<file path="config.mk">
export PLATFORM = sky130hd
export DESIGN_NAME = mont_sequencer_flat
export DESIGN_NICKNAME = d
export VERILOG_FILES = /design/src/rtl/mont_pkg.sv /design/src/rtl/mont_sequencer_if.sv /design/src/rtl/mont_final_sub.sv /design/src/rtl/mont_sequencer.sv /design/src/flat_wrapper.sv
export SDC_FILE = /design/constraint.sdc
export NUM_CORES = 1
export LEC_CHECK = 0
export CORE_MARGIN = 2
export CORE_UTILIZATION = 30
export CTS_BUF_LIST = sky130_fd_sc_hd__clkbuf_4 sky130_fd_sc_hd__clkbuf_8
export DETAILED_ROUTE_END_ITERATION = 10
export GPL_TIMING_DRIVEN = 0
export PLACE_DENSITY = 0.66
export SLEW_MARGIN = 20
export SYNTH_ARGS = -nofsm -noshare
export SYNTH_HDL_FRONTEND = slang
export SYNTH_SLANG_ARGS = --single-unit
</file>
<file path="constraint.sdc">
create_clock -name clk -period 2 [get_ports clk]
set_input_delay 0.2 -clock clk [delete_from_list [all_inputs] [get_ports clk]]
set_output_delay 0.2 -clock clk [all_outputs]
set_load 0.01 [all_outputs]
</file>
<file path="src/rtl/mont_pkg.sv">
// Shared constants, FSM state encoding and word-split helper for the Montgomery sequencer/kernel pair.
// Latency: n/a (declarations only).
// Backpressure: n/a.
package mont_pkg;
  localparam int N       = 6;              // operand width and iteration count
  localparam int W       = 3;              // kernel word width
  localparam int E       = 3;              // words per partial sum
  localparam int SW      = E * W;          // partial-sum width
  localparam int TIMEOUT = 64;             // max cycles waiting for k_done
  localparam int IW      = $clog2(N + 1);
  localparam int TW      = $clog2(TIMEOUT + 1);

  typedef enum logic [2:0] {
    IDLE,
    CHECK,
    ISSUE,
    WAIT,
    REDUCE,
    DONE
  } state_e;

  typedef logic [E-1:0][W-1:0] words_t;

  // Split a partial sum into W-bit words, word 0 holding the LSBs.
  function automatic words_t split_words(input logic [SW-1:0] v);
    words_t w;
    for (int k = 0; k < E; k++) begin
      w[k] = v[k*W +: W];
    end
    return w;
  endfunction
endpackage

</file>
<file path="src/rtl/mont_sequencer_if.sv">
// Host-side operand/result handshakes plus the kernel launch/collect bus of the sequencer.
// Latency: n/a (wiring only).
// Backpressure: valid/ready on operands and result; kernel uses start/done pulses.
interface mont_sequencer_if;
  import mont_pkg::*;

  logic          in_valid;
  logic          in_ready;
  logic [N-1:0]  x_in;
  logic [N-1:0]  y_in;
  logic [N-1:0]  m_in;
  logic          k_start;
  logic          k_xi;
  logic [N-1:0]  k_y;
  logic [N-1:0]  k_m;
  logic [SW-1:0] k_s;
  logic          k_done;
  logic [SW-1:0] k_s_new;
  logic          out_valid;
  logic          out_ready;
  logic [N-1:0]  result;
  logic          err;

  // master: the sequencer (drives the kernel and the result port)
  modport master (
    input  in_valid, x_in, y_in, m_in, k_done, k_s_new, out_ready,
    output in_ready, k_start, k_xi, k_y, k_m, k_s, out_valid, result, err
  );

  // slave: host plus kernel seen from the far side
  modport slave (
    output in_valid, x_in, y_in, m_in, k_done, k_s_new, out_ready,
    input  in_ready, k_start, k_xi, k_y, k_m, k_s, out_valid, result, err
  );
endinterface

</file>
<file path="src/rtl/mont_final_sub.sv">
// Final Montgomery correction: result = (S >= M) ? S - M : S, truncated to N bits.
// Latency: combinational.
// Backpressure: none. Ports: s_i partial sum (SW), m_i modulus (N), res_o reduced value (N).
module mont_final_sub
  import mont_pkg::*;
(
  input  logic [SW-1:0] s_i,
  input  logic [N-1:0]  m_i,
  output logic [N-1:0]  res_o
);
  logic [SW-1:0] m_ext;
  logic [SW-1:0] diff;
  logic          unused_diff_hi;

  always_comb begin
    m_ext = {{(SW-N){1'b0}}, m_i};
    diff  = s_i - m_ext;
    // Only the low N bits survive; an out-of-range operand pair simply truncates.
    res_o = (s_i >= m_ext) ? diff[N-1:0] : s_i[N-1:0];
  end

  assign unused_diff_hi = ^diff[SW-1:N];
endmodule

</file>
<file path="src/rtl/mont_sequencer.sv">
// Sequences N bit-serial Montgomery kernel iterations over a latched (X,Y,M) and reduces the sum.
// Latency: 1 + N*(1+L) + 1 cycles accept->out_valid for kernel latency L; 1 cycle for even M.
// Backpressure: in_ready only in IDLE; result/err held in DONE until out_ready. Ports: clk, rst_n, bus (master).
module mont_sequencer
  import mont_pkg::*;
(
  input logic              clk,
  input logic              rst_n,
  mont_sequencer_if.master bus
);
  localparam logic [IW-1:0] I_LAST   = IW'(N - 1);
  localparam logic [TW-1:0] TMO_LAST = TW'(TIMEOUT - 1);

  state_e        state_q;
  logic [N-1:0]  x_q;       // shifts right once per iteration; bit 0 is the next xi
  logic [N-1:0]  y_q;
  logic [N-1:0]  m_q;
  logic [SW-1:0] s_q;
  logic [IW-1:0] i_q;
  logic [TW-1:0] tmo_q;
  logic          in_ready_q;
  logic          k_start_q;
  logic          k_xi_q;
  logic          out_valid_q;
  logic [N-1:0]  result_q;
  logic          err_q;
  logic [N-1:0]  sub_res;

  mont_final_sub u_final_sub (
    .s_i   (s_q),
    .m_i   (m_q),
    .res_o (sub_res)
  );

  always_ff @(posedge clk) begin
    if (!rst_n) begin
      state_q     <= IDLE;
      x_q         <= '0;
      y_q         <= '0;
      m_q         <= '0;
      s_q         <= '0;
      i_q         <= '0;
      tmo_q       <= '0;
      in_ready_q  <= 1'b1;
      k_start_q   <= 1'b0;
      k_xi_q      <= 1'b0;
      out_valid_q <= 1'b0;
      result_q    <= '0;
      err_q       <= 1'b0;
    end else begin
      k_start_q <= 1'b0;
      unique case (state_q)
        IDLE: begin
          if (bus.in_valid && in_ready_q) begin
            x_q        <= bus.x_in;
            y_q        <= bus.y_in;
            m_q        <= bus.m_in;
            s_q        <= '0;
            i_q        <= '0;
            tmo_q      <= '0;
            err_q      <= 1'b0;
            in_ready_q <= 1'b0;
            state_q    <= CHECK;
          end
        end
        CHECK: begin
          // M==0 is covered by the even test.
          if (!m_q[0]) begin
            err_q       <= 1'b1;
            result_q    <= '0;
            out_valid_q <= 1'b1;
            state_q     <= DONE;
          end else begin
            k_start_q <= 1'b1;
            k_xi_q    <= x_q[0];
            state_q   <= ISSUE;
          end
        end
        ISSUE: begin
          tmo_q   <= '0;
          state_q <= WAIT;
        end
        WAIT: begin
          // k_done wins over a timeout landing in the same cycle.
          if (bus.k_done) begin
            s_q   <= bus.k_s_new;
            i_q   <= i_q + IW'(1);
            tmo_q <= '0;
            x_q   <= x_q >> 1;
            if (i_q == I_LAST) begin
              state_q <= REDUCE;
            end else begin
              k_start_q <= 1'b1;
              k_xi_q    <= x_q[1];
              state_q   <= ISSUE;
            end
          end else if (tmo_q == TMO_LAST) begin
            err_q       <= 1'b1;
            result_q    <= '0;
            out_valid_q <= 1'b1;
            state_q     <= DONE;
          end else begin
            tmo_q <= tmo_q + TW'(1);
          end
        end
        REDUCE: begin
          result_q    <= sub_res;
          out_valid_q <= 1'b1;
          state_q     <= DONE;
        end
        DONE: begin
          if (bus.out_ready) begin
            out_valid_q <= 1'b0;
            in_ready_q  <= 1'b1;
            state_q     <= IDLE;
          end
        end
        default: state_q <= IDLE;
      endcase
    end
  end

  assign bus.in_ready  = in_ready_q;
  assign bus.k_start   = k_start_q;
  assign bus.k_xi      = k_xi_q;
  assign bus.k_y       = y_q;
  assign bus.k_m       = m_q;
  assign bus.k_s       = s_q;
  assign bus.out_valid = out_valid_q;
  assign bus.result    = result_q;
  assign bus.err       = err_q;
endmodule

</file>
<file path="src/flat_wrapper.sv">
// flat-port wrapper written by rule: the top's interface ports become plain ports
module mont_sequencer_flat import mont_pkg::*;
  (clk, rst_n, bus_in_valid, bus_x_in, bus_y_in, bus_m_in, bus_k_done, bus_k_s_new, bus_out_ready, bus_in_ready, bus_k_start, bus_k_xi, bus_k_y, bus_k_m, bus_k_s, bus_out_valid, bus_result, bus_err);
  mont_sequencer_if bus_i ();
  input logic clk;
  input logic rst_n;
  input wire logic [$bits(bus_i.in_valid)-1:0] bus_in_valid;
  input wire logic [$bits(bus_i.x_in)-1:0] bus_x_in;
  input wire logic [$bits(bus_i.y_in)-1:0] bus_y_in;
  input wire logic [$bits(bus_i.m_in)-1:0] bus_m_in;
  input wire logic [$bits(bus_i.k_done)-1:0] bus_k_done;
  input wire logic [$bits(bus_i.k_s_new)-1:0] bus_k_s_new;
  input wire logic [$bits(bus_i.out_ready)-1:0] bus_out_ready;
  output wire logic [$bits(bus_i.in_ready)-1:0] bus_in_ready;
  output wire logic [$bits(bus_i.k_start)-1:0] bus_k_start;
  output wire logic [$bits(bus_i.k_xi)-1:0] bus_k_xi;
  output wire logic [$bits(bus_i.k_y)-1:0] bus_k_y;
  output wire logic [$bits(bus_i.k_m)-1:0] bus_k_m;
  output wire logic [$bits(bus_i.k_s)-1:0] bus_k_s;
  output wire logic [$bits(bus_i.out_valid)-1:0] bus_out_valid;
  output wire logic [$bits(bus_i.result)-1:0] bus_result;
  output wire logic [$bits(bus_i.err)-1:0] bus_err;
  assign bus_i.in_valid = bus_in_valid;
  assign bus_i.x_in = bus_x_in;
  assign bus_i.y_in = bus_y_in;
  assign bus_i.m_in = bus_m_in;
  assign bus_i.k_done = bus_k_done;
  assign bus_i.k_s_new = bus_k_s_new;
  assign bus_i.out_ready = bus_out_ready;
  assign bus_in_ready = bus_i.in_ready;
  assign bus_k_start = bus_i.k_start;
  assign bus_k_xi = bus_i.k_xi;
  assign bus_k_y = bus_i.k_y;
  assign bus_k_m = bus_i.k_m;
  assign bus_k_s = bus_i.k_s;
  assign bus_out_valid = bus_i.out_valid;
  assign bus_result = bus_i.result;
  assign bus_err = bus_i.err;
  mont_sequencer u_core (.clk(clk), .rst_n(rst_n), .bus(bus_i));
endmodule
</file>
**Word-level counts from Yosys, hierarchy flattened**

Index checks and enable logic that the tools add are counted.

- $add $sub $neg: 3
- $lt $le $gt $ge: 1
- Equal/unequal tests: 17
- Muxes and demuxes: 42
- Reductions and logical operators: 18

Operators with widths:

| kind | number |
|---|---|
| $mux W6 | 6 |
| $mux W3 | 8 |
| $mux W7 | 3 |
| $pmux W7 S3 | 1 |
| $mux W9 | 2 |
| $pmux W3 S6 | 1 |
| $pmux W6 S3 | 1 |
| $pmux W9 S2 | 1 |
| $mux W1 | 12 |
| $pmux W6 S2 | 1 |
| $reduce_and A3 Y1 | 4 |
| $ne A2 B2 Y1 const B | 5 |
| $reduce_and A5 Y1 | 2 |
| $eq A3 B3 Y1 const B | 3 |
| $ge A9 B6 Y1 | 1 |
| $reduce_bool A3 Y1 | 3 |
| $reduce_and A4 Y1 | 2 |
| $add A7 B1 Y7 const B | 1 |
| $eq A7 B6 Y1 const B | 1 |
| $eq A3 B2 Y1 const B | 2 |
| $ne A2 B1 Y1 const B | 3 |
| $pmux W1 S2 | 3 |
| $pmux W3 S2 | 1 |
| $reduce_bool A2 Y1 | 3 |
| other kinds (11) | 11 |

- Register bits: 51
- Input bits: 32

**Longest topological paths before layout**

- Word-level depth: 4
- Gate-level depth with buffers: 8

**Modules after synthesis**

Synthesis repeated with hierarchy kept, for this count alone.

- Cell total of the unflattened synthesis: 300
- Area, all modules: 2595.0 um^2

By module, submodules not included:

| module | instances | cells each | area an instance (um^2) | seq. area each (um^2) |
|---|---|---|---|---|
| mont_sequencer | 1 | 262 | 2262.2 | 1021.0 |
| mont_final_sub | 1 | 38 | 332.8 | 0.0 |

**Worst setup path before layout**

Ideal clock, no wire load.

- Path kind: register -> register
- Start: reg u_core.s_q[0] (netlist: u_core.bus.k_s[0])
- End: reg u_core.result_q[4] (netlist: u_core.bus.result[4])
- Library setup time: 0.074 ns
- Arrival time: 1.670 ns
- Path slack: 0.256 ns
- Cell stages (with the launch flop): 9
- Clock period less this slack: 1.744 ns
- Cells stage by stage: dfxtp_1 > inv_1 > ha_1 > fa_1 > nand2b_1 > a21oi_1 > xor2_1 > mux2i_1 > o21ai_0

- Longest elaborated chain between the ends: 3
- Elaborated cells between the ends (all ways): 4
- Classes of those cells: add/sub (1); order compare (1); mux (2)

RTL lines:

| what | RTL line | source |
|---|---|---|
| start: declaration | mont_sequencer.sv:18 | `logic [SW-1:0] s_q;` |
| start signal: assignment | mont_sequencer.sv:86 | `s_q <= bus.k_s_new;` |
| $ge A9 B6 Y1 or $sub A6 B6 Y6 (tied branches) | mont_final_sub.sv:19, mont_final_sub.sv:17 |  |
| $mux W6 (*) | mont_final_sub.sv:19 | `res_o = (s_i >= m_ext) ? diff[N-1:0] : s_i[N-1:0];` |
| $pmux W6 S3 (*) | mont_sequencer.sv:52 | `unique case (state_q)` |
| end signal: assignment | mont_sequencer.sv:107 | `result_q <= sub_res;` |
| end: declaration | mont_sequencer.sv:25 | `logic [N-1:0] result_q;` |

Mark *: on every way between the ends. The rest lies on a longest branch, timed or not.
A chain may end at the register's enable or synchronous reset.

**Worst setup path after layout**

- Start: reg u_core.tmo_q[1]
- End: reg u_core.result_q[0] (netlist: u_core.bus.result[0])

- Longest elaborated chain between the ends: 3

RTL lines:

| what | RTL line | source |
|---|---|---|
| start: declaration | mont_sequencer.sv:20 | `logic [TW-1:0] tmo_q;` |
| start signal: assignment | mont_sequencer.sv:103 | `tmo_q <= tmo_q + TW'(1);` |
| $eq A7 B6 Y1 | mont_sequencer.sv:97 | `end else if (tmo_q == TMO_LAST) begin` |
| $ne A2 B1 Y1 (no source line) | - |  |
| $reduce_and A4 Y1 (no source line) | - |  |

No other way between the ends.

==> metrics.md <==
| Metric | Value |
|---|---|
| Final setup vio count | `0` |
| Cells after DPL | `474` |
| Post-DR wirelength/cell | `13.7 um` |
| Final Cycle Share | `93.8%` |
| Crit path time final | `1880 ps` |
| HP Class | `input pin to flip-flop` |
| Hold buffer count at cts | `0` |
| H-tree depth | `2` |
| Warnings, synthesis | `0` |
| Vias/cell | `4.99` |
| Core ar. | `0.00809 mm^2` |
| Vias | `2400` |
| Die height | `94.6 um` |
| Final net count | `418` |
| DIE WIDTH | `94.6 um` |
| LEAKAGE | `1.20 nW` |
| Setup crit end kind | `flip-flop` |
| CP cell instances | `ha_1 -> nand3_1 -> or4_1 -> o211a_1 -> nand2_1 -> o311ai_0` |
| DP Area | `0.00321 mm^2` |
| Asr flop ratio synth | `0%` |
| Post-CTS resize count | `1` |
| Vias in the first global route | `2287` |
| Max stage delay on crit path | `510 ps` |
| Final core occ | `41.0%` |
| Post-synthesis sequential area ratio | `41.5%` |
| Worst clock skew | `7.73 ps` |
| Post-Synthesis Cell Area | `0.00246 mm^2` |
| Setup Fix Bufs, Post-CTS | `0` |
| Setup WS pre-CTS | `-33.6 ps` |
| FMAX | `533 MHz` |
| Final antenna diode count | `0` |
| Largest net degree at the start of global routing | `15` |
| Final GP Congestion | `0.889` |
| Setup crit start kind | `flip-flop` |
| Worst Path Arrival | `2040 ps` |
| Cell Rows | `33` |
| CP Class | `flip-flop to flip-flop` |
| CTS Buf Count | `5` |
| Worst r2r path cells | `6` |
| CP max FO | `6` |
| Post-Layout Cell Count | `481` |
| Slew headroom | `67.4%` |
| Detailed Route WL | `6590 um` |
| Syn Nets | `349` |
| Number of synthesized register bits | `51` |
| Distinct cells, synth | `51` |
| Die area | `0.00895 mm^2` |
| # IOs | `64` |
| Status | `completed` |
| Top FF cell, synth | `dfxtp_1` |
| 1st-pass router iterations | `4` |
| Worst IR Drop VDD | `0.000332 V` |
| Initial antenna violation count | `0` |
| CTS clk-pin slew, worst paths | `90 ps` |
| Starting Density | `30.4%` |
| Gr ovfl total | `0` |
| Root Driver | `clkbuf_8` |
| CTS tree | `done` |
| DRT iter0 DRCs | `140` |
| RSZ-0062 raised after global routing | `false` |
| Worst R2R End | `u_core.bus.result[0]` |
| Slew @ Worst Pin | `489 ps` |
| Share of cells above drive strength 1 | `6.65%` |
| Area grow syn2layout | `34.8%` |
| Worst setup path start | `u_core.tmo_q[1]` |
| Clock Path Buffers | `2` |
| First-pass GRT wire length | `10600 um` |
| Port Buffers | `62` |
| Post-route ant nets | `0` |
| Worst endpoint required time | `2170 ps` |
| Global-route usage over all layers | `15.0%` |
| Final hold vios | `0` |
| Estimated wirelength of the detail-placed design | `5130 um` |
| RR Startpoint | `u_core.tmo_q[1]` |
| Critical Path Slowest Stage Cell | `or4_1` |
| Setup ws final | `124 ps` |
| DRC Markers | `0` |
| R2R Setup Slk | `120 ps` |
| Syn Inst Count | `307` |
| Syn_area_per_cell | `8.02 um^2` |
| CTS sink cnt | `51` |
| Setup TNS | `0 ps` |
| Max Cap Viol | `0` |
| Final Cell Area | `0.00332 mm^2` |
| Post-synth EDFFs | `0` |
| PwrDens | `758 mW/mm^2` |
| Worst setup path endpoint | `u_core.bus.result[0]` |
| Latest clock arrival within the worst-skew pair | `300 ps` |
| Hold Path Origin | `bus_k_done` |
| Slew Limit Fails | `0` |
routing by layer:
metal / global-route usage, % / routed length (um) / up-vias
li1: - / - / 1212
met1: 17.9 / 2890 / 1097
met2: 26.5 / 3190 / 79
met3: 3.67 / 404 / 12
met4: 4.59 / 110 / 0
met5: 0 / 0 / -
area by class of cell:
type | instances | area [um^2]
Multi-Input combinational cell | 231 | 1350
Timing Repair Buffer | 62 | 621
Sequential cell | 51 | 1020
Inverter | 11 | 41.3
Tap cell | 105 | 131
Buffer | 14 | 63.8
Clock buffer | 6 | 82.6
Fill cell | 844 | 4770
Clock inverter | 1 | 5.00
synthesized netlist by cell type, types with 3 or more instances:
library cell,n,area share (%)
dfxtp_1,51,41
ha_1,9,4.6
clkbuf_1,7,1.1
nor2_1,25,3.8
a21oi_1,38,7.7
a311oi_1,5,1.8
o21ai_0,8,1.6
nand2b_1,7,1.8
buf_2,6,1.2
nand2_1,59,9.0
xor2_1,6,2.1
and2_1,3,0.76
inv_1,10,1.5
nor3_1,5,1.0
nand3_1,17,3.5
mux2i_1,5,2.0
stage by stage:
| step | total power, mW | hold WS [ps] |
|---|---|---|
| floorplan | 1.64 | 336 |
| global placement | 1.91 | 448 |
| detailed placement | 1.93 | 445 |
| CTS | 2.53 | 408 |
| global route | 2.66 | 432 |
| finish | 2.52 | 420 |
critical path, delay by kind of cell (launching register included):
kind,cells,cell delay [ps]
AO/OA/AOI/OAI,2,430
adder cells (fa/ha/maj),1,170
flip-flops,1,380
AND/OR/NAND/NOR,3,760
cells in the final DEF (no fill, tap or decap), types with 3 or more instances in the layout:
| cell | netlist | layout |
|---|---|---|
| inv_1 | 10 | 10 |
| xor2_1 | 6 | 6 |
| mux2i_1 | 5 | 5 |
| nor3_1 | 5 | 5 |
| nand2b_1 | 7 | 7 |
| and2_1 | 3 | 3 |
| clkdlybuf4s50_1 | 0 | 62 |
| clkbuf_8 | 0 | 6 |
| nor2_1 | 25 | 25 |
| nand2_1 | 59 | 59 |
| o21ai_0 | 8 | 8 |
| ha_1 | 9 | 9 |
| dfxtp_1 | 51 | 49 |
| a311oi_1 | 5 | 5 |
| buf_2 | 6 | 6 |
| nand3_1 | 17 | 17 |
| clkbuf_1 | 7 | 7 |
| a21oi_1 | 38 | 38 |
registers in the layout, summed over array words and instances, names as in the netlist, 3 cells and up:
signal,cells
u_core.bus.k_m,6
u_core.bus.k_s,9
u_core.bus.k_y,6
u_core.bus.result,6
u_core.i_q,3
u_core.state_q,3
u_core.tmo_q,7
u_core.x_q,6
cells by family after synthesis:
group / after synthesis / share of synthesized area (%)
DFF: 51 / 41.5
buffers and inverters: 25 / 4.27
xor gates and xnor gates: 7 / 2.49
adders and majority gates: 10 / 5.39
and+or+nand+nor: 131 / 24.3
AOI/OAI and AO/OA: 78 / 20.1
muxes: 5 / 2.03
how the worst min path moves through the flow:
| stage | slack (ps) | end | depth (start not counted) |
|---|---|---|---|
| 2_1_floorplan | 340 | u_core.bus.k_y[0] | 2 |
| 3_3_place_gp | 450 | u_core.bus.k_y[0] | 2 |
| 3_5_place_dp | 450 | u_core.bus.result[2] | 2 |
| 4_1_cts | 410 | u_core.x_q[0] | 3 |
| 5_1_grt | 430 | u_core.bus.k_y[3] | 3 |
| 6_report | 420 | u_core.x_q[0] | 3 |
power by group:
group          switching, mW  internal [mW]  total (mW)
Clock                  0.332          0.272       0.604
Combinational          0.411          0.345       0.756
Sequential            0.0632           1.09        1.16
Total                  0.806           1.71        2.52
Note: power is estimated with default switching activity, not from simulation.
